[src/rtl/mips_pkg.sv]
// Shared constants and types for the MIPS fetch stage.
// The PCSrc encodings match what the ID-stage control decoder drives.
package mips_pkg;

  localparam logic [2:0] PCSRC_SEQ = 3'b000;
  localparam logic [2:0] PCSRC_BR  = 3'b001;
  localparam logic [2:0] PCSRC_J   = 3'b010;
  localparam logic [2:0] PCSRC_JR  = 3'b011;
  localparam logic [2:0] PCSRC_IRQ = 3'b100;
  localparam logic [2:0] PCSRC_EXC = 3'b101;

  localparam logic [31:0] RESET_PC  = 32'h8000_0000;
  localparam logic [31:0] ILLOP_PC  = 32'h8000_0004;
  localparam logic [31:0] XADR_PC   = 32'h8000_0008;
  localparam logic [31:0] NOP_INSTR = 32'h0000_0000;

  typedef struct packed {
    logic [31:0] instr;
    logic [31:0] pc4;
    logic        valid;
  } if_id_t;

  typedef enum logic [2:0] {
    SEL_BRANCH,
    SEL_HOLD,
    SEL_IRQ,
    SEL_EXC,
    SEL_JUMP,
    SEL_JR,
    SEL_SEQ
  } pc_sel_e;

  // The supervisor bit PC[31] is never carried into by a sequential increment.
  function automatic logic [31:0] pc_plus4(input logic [31:0] pc);
    return {pc[31], pc[30:0] + 31'd4};
  endfunction

endpackage

[src/rtl/if_pc_next.sv]
// Combinational next-PC and IF/ID next-value selection for the fetch stage.
// An EX branch outranks a stall; ID redirects are honoured only for a valid ID instruction.
module if_pc_next
  import mips_pkg::*;
(
  input  logic [31:0] pc_i,
  input  if_id_t      if_id_i,
  input  logic        stall_i,
  input  logic        flush_i,
  input  logic [2:0]  pcsrc_i,
  input  logic [25:0] jump_target_i,
  input  logic [31:0] jr_target_i,
  input  logic        ex_branch_i,
  input  logic [31:0] ex_branch_target_i,
  input  logic [31:0] imem_rdata_i,
  output logic [31:0] pc_next_o,
  output if_id_t      if_id_next_o,
  output logic        irq_taken_o
);

  pc_sel_e     sel;
  logic [31:0] seq_pc;
  if_id_t      bubble;

  always_comb begin
    sel = SEL_SEQ;
    if (ex_branch_i) begin
      sel = SEL_BRANCH;
    end else if (stall_i) begin
      sel = SEL_HOLD;
    end else if (if_id_i.valid) begin
      case (pcsrc_i)
        PCSRC_IRQ: sel = SEL_IRQ;
        PCSRC_EXC: sel = SEL_EXC;
        PCSRC_J:   sel = SEL_JUMP;
        PCSRC_JR:  sel = SEL_JR;
        default:   sel = SEL_SEQ;
      endcase
    end
  end

  // A bubble keeps the old pc4 so that only instr and valid change.
  always_comb begin
    seq_pc       = pc_plus4(pc_i);
    bubble       = '{instr: NOP_INSTR, pc4: if_id_i.pc4, valid: 1'b0};
    pc_next_o    = seq_pc;
    if_id_next_o = '{instr: imem_rdata_i, pc4: seq_pc, valid: 1'b1};
    case (sel)
      SEL_BRANCH: begin
        pc_next_o    = ex_branch_target_i;
        if_id_next_o = bubble;
      end
      SEL_HOLD: begin
        pc_next_o    = pc_i;
        if_id_next_o = if_id_i;
      end
      SEL_IRQ: begin
        pc_next_o    = ILLOP_PC;
        if_id_next_o = bubble;
      end
      SEL_EXC: begin
        pc_next_o    = XADR_PC;
        if_id_next_o = bubble;
      end
      SEL_JUMP: begin
        pc_next_o    = {if_id_i.pc4[31:28], jump_target_i, 2'b00};
        if_id_next_o = bubble;
      end
      SEL_JR: begin
        pc_next_o    = jr_target_i;
        if_id_next_o = bubble;
      end
      default: begin
        pc_next_o    = seq_pc;
        if_id_next_o = '{instr: imem_rdata_i, pc4: seq_pc, valid: 1'b1};
      end
    endcase
    if (flush_i) begin
      if_id_next_o = bubble;
    end
  end

  assign irq_taken_o = (sel == SEL_IRQ);

endmodule

[src/rtl/if_stage.sv]
// Instruction-fetch stage: PC register, IF/ID pipeline register and sticky IRQ-pending flag.
// Next-state selection lives in if_pc_next; this module only holds the flops.
module if_stage
  import mips_pkg::*;
(
  input  logic        clk,
  input  logic        reset,
  input  logic        stall_i,
  input  logic        flush_i,
  input  logic [2:0]  pcsrc_i,
  input  logic [25:0] jump_target_i,
  input  logic [31:0] jr_target_i,
  input  logic        ex_branch_i,
  input  logic [31:0] ex_branch_target_i,
  input  logic        irq_i,
  output logic [31:0] imem_addr_o,
  input  logic [31:0] imem_rdata_i,
  output logic [31:0] if_id_instr_o,
  output logic [31:0] if_id_pc4_o,
  output logic        if_id_valid_o,
  output logic        irq_o
);

  logic [31:0] pc_q, pc_d;
  if_id_t      if_id_q, if_id_d;
  logic        irq_pending_q, irq_pending_d;
  logic        irq_taken;

  if_pc_next u_pc_next (
    .pc_i               (pc_q),
    .if_id_i            (if_id_q),
    .stall_i            (stall_i),
    .flush_i            (flush_i),
    .pcsrc_i            (pcsrc_i),
    .jump_target_i      (jump_target_i),
    .jr_target_i        (jr_target_i),
    .ex_branch_i        (ex_branch_i),
    .ex_branch_target_i (ex_branch_target_i),
    .imem_rdata_i       (imem_rdata_i),
    .pc_next_o          (pc_d),
    .if_id_next_o       (if_id_d),
    .irq_taken_o        (irq_taken)
  );

  // Only user-mode interrupts latch; a set racing the vector clear survives only if we stay in user mode.
  always_comb begin
    irq_pending_d = irq_pending_q;
    if (irq_taken) begin
      irq_pending_d = 1'b0;
    end
    if (irq_i && !pc_q[31] && !(irq_taken && pc_d[31])) begin
      irq_pending_d = 1'b1;
    end
  end

  always_ff @(posedge clk) begin
    if (reset) begin
      pc_q          <= RESET_PC;
      if_id_q       <= '{instr: NOP_INSTR, pc4: 32'h0, valid: 1'b0};
      irq_pending_q <= 1'b0;
    end else begin
      pc_q          <= pc_d;
      if_id_q       <= if_id_d;
      irq_pending_q <= irq_pending_d;
    end
  end

  assign imem_addr_o   = pc_q;
  assign if_id_instr_o = if_id_q.instr;
  assign if_id_pc4_o   = if_id_q.pc4;
  assign if_id_valid_o = if_id_q.valid;
  assign irq_o         = irq_pending_q & if_id_q.valid & ~if_id_q.pc4[31];

endmodule

[config.mk]
export PLATFORM = sky130hd
export DESIGN_NAME = if_stage
export DESIGN_NICKNAME = d
export VERILOG_FILES = /design/src/rtl/mips_pkg.sv /design/src/rtl/if_pc_next.sv /design/src/rtl/if_stage.sv
export SDC_FILE = /design/constraint.sdc
export NUM_CORES = 1
export LEC_CHECK = 0
export ABC_AREA = 1
export ABC_CLOCK_PERIOD_IN_PS = 1800
export CAP_MARGIN = 20
export CORE_ASPECT_RATIO = 0.9
export CORE_MARGIN = 2
export CORE_UTILIZATION = 42
export CTS_BUF_LIST = sky130_fd_sc_hd__clkbuf_16
export CTS_CLUSTER_DIAMETER = 150
export DETAILED_ROUTE_END_ITERATION = 8
export PLACE_DENSITY = 0.81
export SLEW_MARGIN = 5
export SYNTH_ARGS = -nofsm -noshare
export SYNTH_HDL_FRONTEND = slang
export SYNTH_SLANG_ARGS = --single-unit
[constraint.sdc]
create_clock -name clk -period 1.8 [get_ports clk]
set_input_delay 0.18 -clock clk [delete_from_list [all_inputs] [get_ports clk]]
set_output_delay 0.18 -clock clk [all_outputs]
set_load 0.02 [all_outputs]
==> metrics.md <==
| Metric | Value |
|---|---|
| Worst path required time | `1.62 ns` |
| Post-route minimum period | `between 1.5 and 2 ns` |
| Netlist cell types | `37` |
| Root Buffer | `clkbuf_16` |
| Synth Register Bits | `98` |
| WL/cell | `15.85 um` |
| Crit. End Element | `output port` |
| Initial Utilization | `between 40% and 50%` |
| Critical path class | `reg2out` |
| Worst-skew pair later-pin latency | `0.36 ns` |
| First-pass GRT wire length | `roughly 30000 um` |
| Worst R2R Setup Slack | `between 0.1 and 0.15 ns` |
| # IOs | `229` |
| RD Place Congestion | `roughly 0.93` |
| Port Buffer Count | `about 230` |
| Cell Count, Final, Fillers Out | `1194` |
| Max_cap viols | `0` |
| Crit share post-route | `94.66%` |
| Setup Skew | `0.005542 ns` |
| CTS Sinks | `98` |
| Outcome | `finished, final reports clean` |
| Main area contributors after synthesis | `dfxtp_1 (38%), nand2_1 (13%), nor2_1 (10%)` |
| PwrDens | `approximately 700 nW/um2` |
| # fillers | `1029` |
| Slew Viols, Final | `0` |
| DRT iter0 DRCs | `477` |
| Clock tree buffer depth | `2` |
| Final Hold Vio Count | `0` |
| Achievable frequency | `586.9 MHz` |
| Total CTS buffers | `9` |
| Hold crit path type | `in2reg` |
| Syn Nets | `899` |
| Final Cell Area | `approximately 8400 um2` |
| Area Growth Syn to Fin | `63.60%` |
| Full die area | `about 13000 um2` |
| HPWL after detailed placement | `14590 um` |
| Via Count | `6110` |
| CTS tree | `built` |
| Slew HR | `78.32%` |
| Commonest non-fill, non-tap cell in the layout | `clkdlybuf4s50_1` |
| Worst Tran Pin Value | `between 0.3 and 0.4 ns` |
| Final setup vio count | `0` |
| Residual DRC | `0` |
| Final WL | `18920 um` |
| Ys Warns | `0` |
| Final net count | `1161` |
| CP endpoint | `imem_addr_o[2]` |
| Rows | `38` |
| Worst r2r dst | `imem_addr_o[21]` |
| Worst reg2reg startpoint | `imem_addr_o[16]` |
| Crit-path cells | `buf_4 -> clkdlybuf4s50_1` |
| Slowest stage delay, CP | `0.62 ns` |
| Via/cell ratio | `~5.1` |
| Dominant cell type by area after synthesis | `dfxtp_1` |
| Diodes inserted | `0` |
| Routed Antenna Nets | `0` |
| Vias in the first global route | `5953` |
| Hold path cells | `3` |
| Largest net degree at the start of global routing | `38` |
| First drt pass iteration count | `5` |
| Placed cells | `roughly 1200` |
| Most frequent cells in the layout | `clkdlybuf4s50_1 (226), nand2_1 (169), nor2_1 (136)` |
| Share of cells above drive strength 1 | `11.51%` |
| R2R cell count | `9` |
| Mean post-synth cell area | `6.669 um2` |
| Clock-pin slew on the worst setup and hold paths | `0.07 ns` |
| Critical Path Source Type | `flop` |
| Die width | `120.3 um` |
| Peak VDD IR | `0.7714 mV` |
| Post-synthesis cell count | `767` |
| Crit path max fanout | `7` |
| Initial antenna violation count | `0` |
| Post-synthesis cell area | `5115 um2` |
| Total global-route track usage | `29.33%` |
| Core ar. | `11980 um2` |
| Worst endpoint data arrival time | `between 1.5 and 2 ns` |
| Slowest cell on crit path | `clkdlybuf4s50_1` |
| Sequential share of the synthesized area | `38.36%` |
| Chip height | `108.7 um` |
| Setup crit start | `imem_addr_o[2]` |
| Top cell type's share of synthesized area | `38.36%` |
| DP Area | `roughly 8000 um2` |
| H-tree depth | `3` |
| Remaining global-route overflow | `0` |
| Pleak | `~3.5 nW` |
[stage by stage]
step	total power, W	util (%)	hold slack, ns	setup WS (ns)	TNS, ns
6_report	0.005809	69.84	0.3963	0.09609	0
5_1_grt	0.006051	69.84	0.4081	-0.02547	-0.02547
4_1_cts	0.005819	69.18	0.3884	0.01617	0
3_5_place_dp	0.003804	66.59	0.4671	-0.1679	-7.412
3_3_place_gp	0.003783	66.59	0.4572	-0.1369	-3.923
2_1_floorplan	0.003021	-	0.3367	0.01718	0
[layer usage]
layer	share of wire (%)	up-vias	global-route usage (%)	routed length, um
met5	0	-	0	0
met4	1.8	0	8.472	347
met3	9.7	27	9.100	1838
met2	48	276	50.57	9118
met1	40	2788	35.47	7619
li1	-	3019	-	-
[area by class of cell]
type / instances / area, um2 / share of cell area, %
timing repair buffer: 291 / 2869 / 34.29
clock buffer: 9 / 225.2 / 2.691
sequential: 98 / 1968 / 23.52
clock inverter: 7 / 86.33 / 1.032
inverter: 79 / 299.0 / 3.574
multi-input combinational: 550 / 2720 / 32.51
tap: 160 / 200.2 / 2.392
[synthesized netlist by cell type, drive strengths merged]
cell type / count
nand2: 175
nor2: 142
dfxtp: 98
inv: 79
a21oi: 47
o21ai: 42
a22oi: 38
nand3: 35
buf: 27
nand4: 14
clkbuf: 13
o211ai: 12
nor3: 10
xor2: 10
a211oi: 5
or2: 5
and2: 4
xnor2: 4
a31oi: 3
nand3b: 2
ha: 1
nor4: 1
[cell families (layout without fill, tap and decap cells)]
family | Yosys count | in the layout | synth area share (%)
adder cells (fa/ha/maj) | 1 | 1 | 0.2446
flip-flops | 98 | 98 | 38.36
buffers and inverters | 119 | 386 | 9.712
AND/OR/NAND/NOR | 388 | 388 | 32.07
XOR/XNOR | 14 | 14 | 2.397
AO/OA/AOI/OAI | 147 | 147 | 17.22
[registers in the layout, summed over array words and instances, names as in the netlist]
register	cells
irq_pending_q	1
if_id_valid_o	1
if_id_pc4_o	32
if_id_instr_o	32
imem_addr_o	32
[report_power, final]
group	switching (W)	internal, W
Sequential	0.000107	0.00228
Combinational	0.000675	0.000714
Clock	0.000924	0.00111
[worst max-delay path: cells and delay by family (launching register included)]
kind	cells	cell delay [ns]
flip-flops	1	0.35
buffers and inverters	2	0.81
[what timing repair did]
action / CTS / global route
pin swaps: 0 / 2
resized for setup: 1 / 22
hold buffers: 0 / 0
setup buffers: 0 / 1
setup endpoints to repair: 1 / 21
gates cloned: 0 / 0
[worst min path at each step]
stage | startpoint | to | slack (ns)
after floorplan | irq_i | irq_pending_q | 0.34
after global routing | irq_i | irq_pending_q | 0.41
after CTS | irq_i | irq_pending_q | 0.39
final | irq_i | irq_pending_q | 0.40
after detailed placement | irq_pending_q | irq_pending_q | 0.47
after global placement | irq_pending_q | irq_pending_q | 0.46
(Power assumes the default switching activity.)
